==> src/rtl/sv_uart_tx_arb.sv <==
// sv_uart_tx_arb: merges NUM_SRC byte streams onto one UART TX stream, one non-preemptive burst per grant.
// Latency: 1 cycle from source handshake to m_axis_tvalid; each arbitration costs one IDLE cycle.
// Backpressure: only the granted source sees ready, and only while the output register is empty or draining.
//
// Ports:
//   iclk, irst            clock, synchronous active-high reset
//   s_axis_tdata/tvalid/tlast/tready   per-source streams, source i at [i*DATA_WIDTH +: DATA_WIDTH]
//   m_axis_tdata/tvalid/tready         merged stream towards the UART transmitter
//   ogrant                one-hot current owner, zero when idle
//   obusy                 high while a grant is held
// Option macro: SV_UART_TX_ARB_PRIO_EN gives source 0 absolute priority at every IDLE arbitration;
// sources 1..NUM_SRC-1 stay round robin among themselves.
module sv_uart_tx_arb #(
    parameter int DATA_WIDTH = 8,
    parameter int NUM_SRC    = 4,
    parameter int MAX_BURST  = 16
) (
    input  logic                          iclk,
    input  logic                          irst,
    input  logic [NUM_SRC*DATA_WIDTH-1:0] s_axis_tdata,
    input  logic [NUM_SRC-1:0]            s_axis_tvalid,
    input  logic [NUM_SRC-1:0]            s_axis_tlast,
    output logic [NUM_SRC-1:0]            s_axis_tready,
    output logic [DATA_WIDTH-1:0]         m_axis_tdata,
    output logic                          m_axis_tvalid,
    input  logic                          m_axis_tready,
    output logic [NUM_SRC-1:0]            ogrant,
    output logic                          obusy
);
    localparam int         PTR_W      = (NUM_SRC > 1) ? $clog2(NUM_SRC) : 1;
    localparam logic [8:0] BURST_LAST = 9'(MAX_BURST - 1);

    typedef enum logic {IDLE, GRANT} state_t;

    state_t                state;
    logic [PTR_W-1:0]      rr_ptr;
    logic [PTR_W-1:0]      grant_idx;
    logic [NUM_SRC-1:0]    grant;
    logic [8:0]            burst_cnt;
    logic [DATA_WIDTH-1:0] out_dat;
    logic                  out_vld;

    logic                  out_free;
    logic                  beat_acc;
    logic                  beat_last;
    logic [DATA_WIDTH-1:0] src_dat;
    logic                  src_last;
    logic [NUM_SRC-1:0]    rr_req;
    logic                  pick_vld;
    logic [PTR_W-1:0]      pick_idx;

    // Output register may take a new byte when empty or being emptied this cycle.
    assign out_free      = ~out_vld | m_axis_tready;
    assign s_axis_tready = (state == GRANT) ? (grant & {NUM_SRC{out_free}}) : '0;
    assign beat_acc      = |(s_axis_tvalid & s_axis_tready);
    // Release on tlast or on the beat that brings the count to MAX_BURST.
    assign beat_last     = src_last | (burst_cnt == BURST_LAST);

    assign m_axis_tdata  = out_dat;
    assign m_axis_tvalid = out_vld;
    assign ogrant        = grant;
    assign obusy         = (state == GRANT);

    always_comb begin
        src_dat  = '0;
        src_last = 1'b0;
        for (int i = 0; i < NUM_SRC; i++) begin
            if (grant_idx == PTR_W'(i)) begin
                src_dat  = s_axis_tdata[i*DATA_WIDTH +: DATA_WIDTH];
                src_last = s_axis_tlast[i];
            end
        end
    end

`ifdef SV_UART_TX_ARB_PRIO_EN
    // Source 0 is handled by the override below, so the rotation only covers 1..NUM_SRC-1.
    assign rr_req = s_axis_tvalid & {{(NUM_SRC-1){1'b1}}, 1'b0};
`else
    assign rr_req = s_axis_tvalid;
`endif

    // First requester at or after rr_ptr, wrapping NUM_SRC-1 -> 0.
    always_comb begin
        int               idx;
        logic [PTR_W-1:0] idx_p;
        pick_vld = 1'b0;
        pick_idx = '0;
        idx      = 0;
        idx_p    = '0;
        for (int i = 0; i < NUM_SRC; i++) begin
            idx = int'(rr_ptr) + i;
            if (idx >= NUM_SRC) begin
                idx = idx - NUM_SRC;
            end
            idx_p = PTR_W'(idx);
            if (!pick_vld && rr_req[idx_p]) begin
                pick_vld = 1'b1;
                pick_idx = idx_p;
            end
        end
`ifdef SV_UART_TX_ARB_PRIO_EN
        if (s_axis_tvalid[0]) begin
            pick_vld = 1'b1;
            pick_idx = '0;
        end
`endif
    end

    always_ff @(posedge iclk) begin
        if (irst) begin
            state     <= IDLE;
            rr_ptr    <= '0;
            grant_idx <= '0;
            grant     <= '0;
            burst_cnt <= '0;
            out_vld   <= 1'b0;
            out_dat   <= '0;
        end else begin
            if (beat_acc) begin
                out_dat <= src_dat;
                out_vld <= 1'b1;
            end else if (m_axis_tready) begin
                out_vld <= 1'b0;
            end

            case (state)
                IDLE: begin
                    // Wait until the buffered byte can leave so it is never overwritten.
                    if (pick_vld && out_free) begin
                        state     <= GRANT;
                        grant_idx <= pick_idx;
                        grant     <= NUM_SRC'(1) << pick_idx;
                        burst_cnt <= '0;
                    end
                end
                GRANT: begin
                    if (beat_acc) begin
                        burst_cnt <= burst_cnt + 9'd1;
                        if (beat_last) begin
                            state  <= IDLE;
                            grant  <= '0;
                            rr_ptr <= (grant_idx == PTR_W'(NUM_SRC - 1)) ? '0 : grant_idx + 1'b1;
                        end
                    end
                end
                default: state <= IDLE;
            endcase
        end
    end
endmodule

==> config.mk <==
export PLATFORM = sky130hd
export DESIGN_NAME = sv_uart_tx_arb
export DESIGN_NICKNAME = d
export VERILOG_FILES = /design/src/rtl/sv_uart_tx_arb.sv
export SDC_FILE = /design/constraint.sdc
export NUM_CORES = 1
export LEC_CHECK = 0
export CORE_ASPECT_RATIO = 1.5
export CORE_UTILIZATION = 40
export CTS_BUF_LIST = sky130_fd_sc_hd__clkbuf_8
export DETAILED_ROUTE_END_ITERATION = 8
export PLACE_DENSITY = 0.82
export REMOVE_ABC_BUFFERS = 1
export SLEW_MARGIN = 20
export SYNTH_ARGS = -nofsm -noshare
export SYNTH_HDL_FRONTEND = slang
export SYNTH_SLANG_ARGS = --single-unit
==> constraint.sdc <==
create_clock -name iclk -period 2.05 [get_ports iclk]
set_clock_uncertainty 0.05 [all_clocks]
set_input_delay 0.41 -clock iclk [delete_from_list [all_inputs] [get_ports iclk]]
set_output_delay 0.41 -clock iclk [all_outputs]
set_load 0.03 [all_outputs]
==> qor.txt <==
Status: finished clean
Die ar.: 0.00411 sq mm
Max Clk Rate: 0.505 GHz
Peak VDD IR: 0.000434 V
GPL Wtd Cong: 0.808
First drt pass iteration count: 4
Area Growth Syn to Fin: 52.1%
Final Cell Area: 0.00235 sq mm
Vias in the first global route: 1660
Slew at the pin closest to its max-slew limit: 0.591 ns
Worst setup SP type: primary input
Synth warn: 0
Vias after detailed routing: 1719
CTS tree: built
Routed Antenna Nets: 0
DP Wirelength: 3.40 mm
Pre-CTS setup slack: -0.0716 ns
Clk sinks: 27
Horiz. Die Dim: 52.7 um
Crit-path max FO: 4
Port Buf Inserts: 60
Crit end category: output port
Initial antenna violation count: 0
Wl on met1: 1.76 mm
Nets: 311
Initial DRC Count: 44
Final wirelength: 4.46 mm
Initial core utilization: 41.9%
Post-synthesis cell area: 0.00154 sq mm
Final setup violation count: 0
Placed cell areas: 0.00229 sq mm
Gr ovfl total: 0
First-pass GRT wire length: 7.47 mm
Seq cells post-synth: 27
Routed wl met2: 2.51 mm
Clock buffer count from CTS: 3
Ys async rst share: 0%
Netlist cell types: 39
Drt via density: 5.64
Power Density: 540 mW/mm^2
Slew HR: 60.2%
Rows: 27
Final hold vios: 0
Latest clock arrival within the worst-skew pair: 0.27 ns
Final setup margin: 0.0686 ns
Post-synth EDFFs: 0
Fin. max-slew vios: 0
Fillcell total: 335
CP required: 1.59 ns
Layout cells sized above 1: 13.7%
Ys flop type: dfxtp_1
Tcrit/Tclk final: 96.7%
LEAKAGE: 0.899 nW
Worst EP arrival: 1.52 ns
Reg clk slew, reported paths: 0.10 ns
Mapped Cells: 191
Max layer used: met4
Core area: 0.00368 sq mm
Max Cap Viol: 0
Hold WC Path Type: reg2reg
Ports: 61
DRC errors left: 0
Fin crit period: 1.98 ns
Wire per inst: 14.6 um
Pwr Total: 0.00127 W
Die height: 78.1 um
Postcts setup bufs: 0
Syn_area_per_cell: 8.08 sq um
Total GRT Usage: 23.9%
Kind of critical path: in2out
ANT cells: 0
Sequential area share after synthesis: 35.0%
Htree depth: 1
Clk buf depth: 2
Post-CTS Hold Buffers: 0
Root buffer cell: clkbuf_8
Largest net degree at the start of global routing: 25
Met3 Wirelength: 109 um
RSZ-0062 raised after global routing: false
[area by class of cell]
| type | instances | area, sq um | share of cell area (%) |
|---|---|---|---|
| clock buffers | 3 | 41.3 | 1.76 |
| clock inverters | 1 | 7.51 | 0.320 |
| inverters | 5 | 18.8 | 0.800 |
| multi-input cells | 146 | 943 | 40.2 |
| flip-flops and latches | 27 | 542 | 23.1 |
| well taps | 43 | 53.8 | 2.29 |
| repair buffers | 80 | 741 | 31.6 |
[cell usage after synthesis, types with 5 or more instances]
cell      number  share of area, %
ha_1           5               4.1
nor2b_1        9               3.6
a21oi_1       20               6.5
nor3_1        16               5.2
nor2_1        19               4.6
inv_1          5               1.2
a211oi_1      14               6.8
a221oi_1       8               4.5
and3_1         5               2.0
clkbuf_1      12               2.9
dfxtp_1       27                35
nand3_1        6               1.9
[report_power, final]
group | leakage [nW] | internal [W] | switching [W]
sequential | 0.220 | 0.000547 | 0.0000199
combinational | 0.658 | 0.000202 | 0.000184
clock | 0.0217 | 0.000138 | 0.000175
[worst paths after layout]
check | slack (ns) | cells after the start | from | end
worst min-delay path | 0.45 | 1 | burst_cnt[8] | burst_cnt[8]
worst min register to register | 0.45 | 1 | burst_cnt[8] | burst_cnt[8]
worst max register to register | 0.15 | 8 | grant_idx[1] | ogrant[1]
worst max-delay path | 0.07 | 5 | m_axis_tready | s_axis_tready[0]
[worst max-delay path, cell delays in order]
cell and delay, ns:
clkdlybuf4s50_1 0.42, nand2b_1 0.20, buf_4 0.16, and3_1 0.17
buf_4 0.16
[per-stage QoR]
stage / setup TNS, ns / utilization [%] / hold slack, ns / cells
after CTS: 0 / 63.5 / 0.441 / 305
after global routing: 0 / 63.7 / 0.474 / 305
final: 0 / 63.7 / 0.445 / 305
after floorplan: 0 / - / 0.383 / 178
after global placement: -0.122 / 62.1 / 0.415 / 301
after detailed placement: -0.516 / 62.1 / 0.420 / 301
[state kept, by name, summed over array words and instances (netlist names)]
signal,flops
ogrant,4
grant_idx,2
rr_ptr,2
m_axis_tdata,8
obusy,1
m_axis_tvalid,1
burst_cnt,9
[kinds of logic after synthesis]
| family | synth area share (%) |
|---|---|
| buffers and inverters | 4.38 |
| AOI/OAI and AO/OA | 29.7 |
| and+or+nand+nor | 25.5 |
| adders and majority gates | 4.06 |
| DFF | 35.0 |
| muxes | 1.30 |
[layout by cell type (no fill, tap or decap), drive strengths merged, types with 2 or more instances in the layout]
cell	count
nand3b	3
or4	2
nor4	2
nor2b	9
nand2	4
nor3	17
clkdlybuf4s50	56
nand3	6
nor2	20
a41oi	3
mux2i	2
o21ai	5
a22o	3
clkbuf	3
a21oi	20
o2bb2ai	2
a221oi	8
inv	5
ha	5
and3	6
a211oi	14
buf	24
dfxtp	27
nand2b	4
[metal layers]
layer,track usage (%),up-vias
li1,-,858
met1,28.2,810
met2,43.3,41
met3,1.94,10
met4,7.89,0
met5,0,-
[what timing repair did]
item                       in CTS  in global routing
resized for setup               1                  2
hold endpoints to repair        0                  0
setup endpoints to repair       2                  4
No activity file was read; power rests on OpenSTA's default activity.
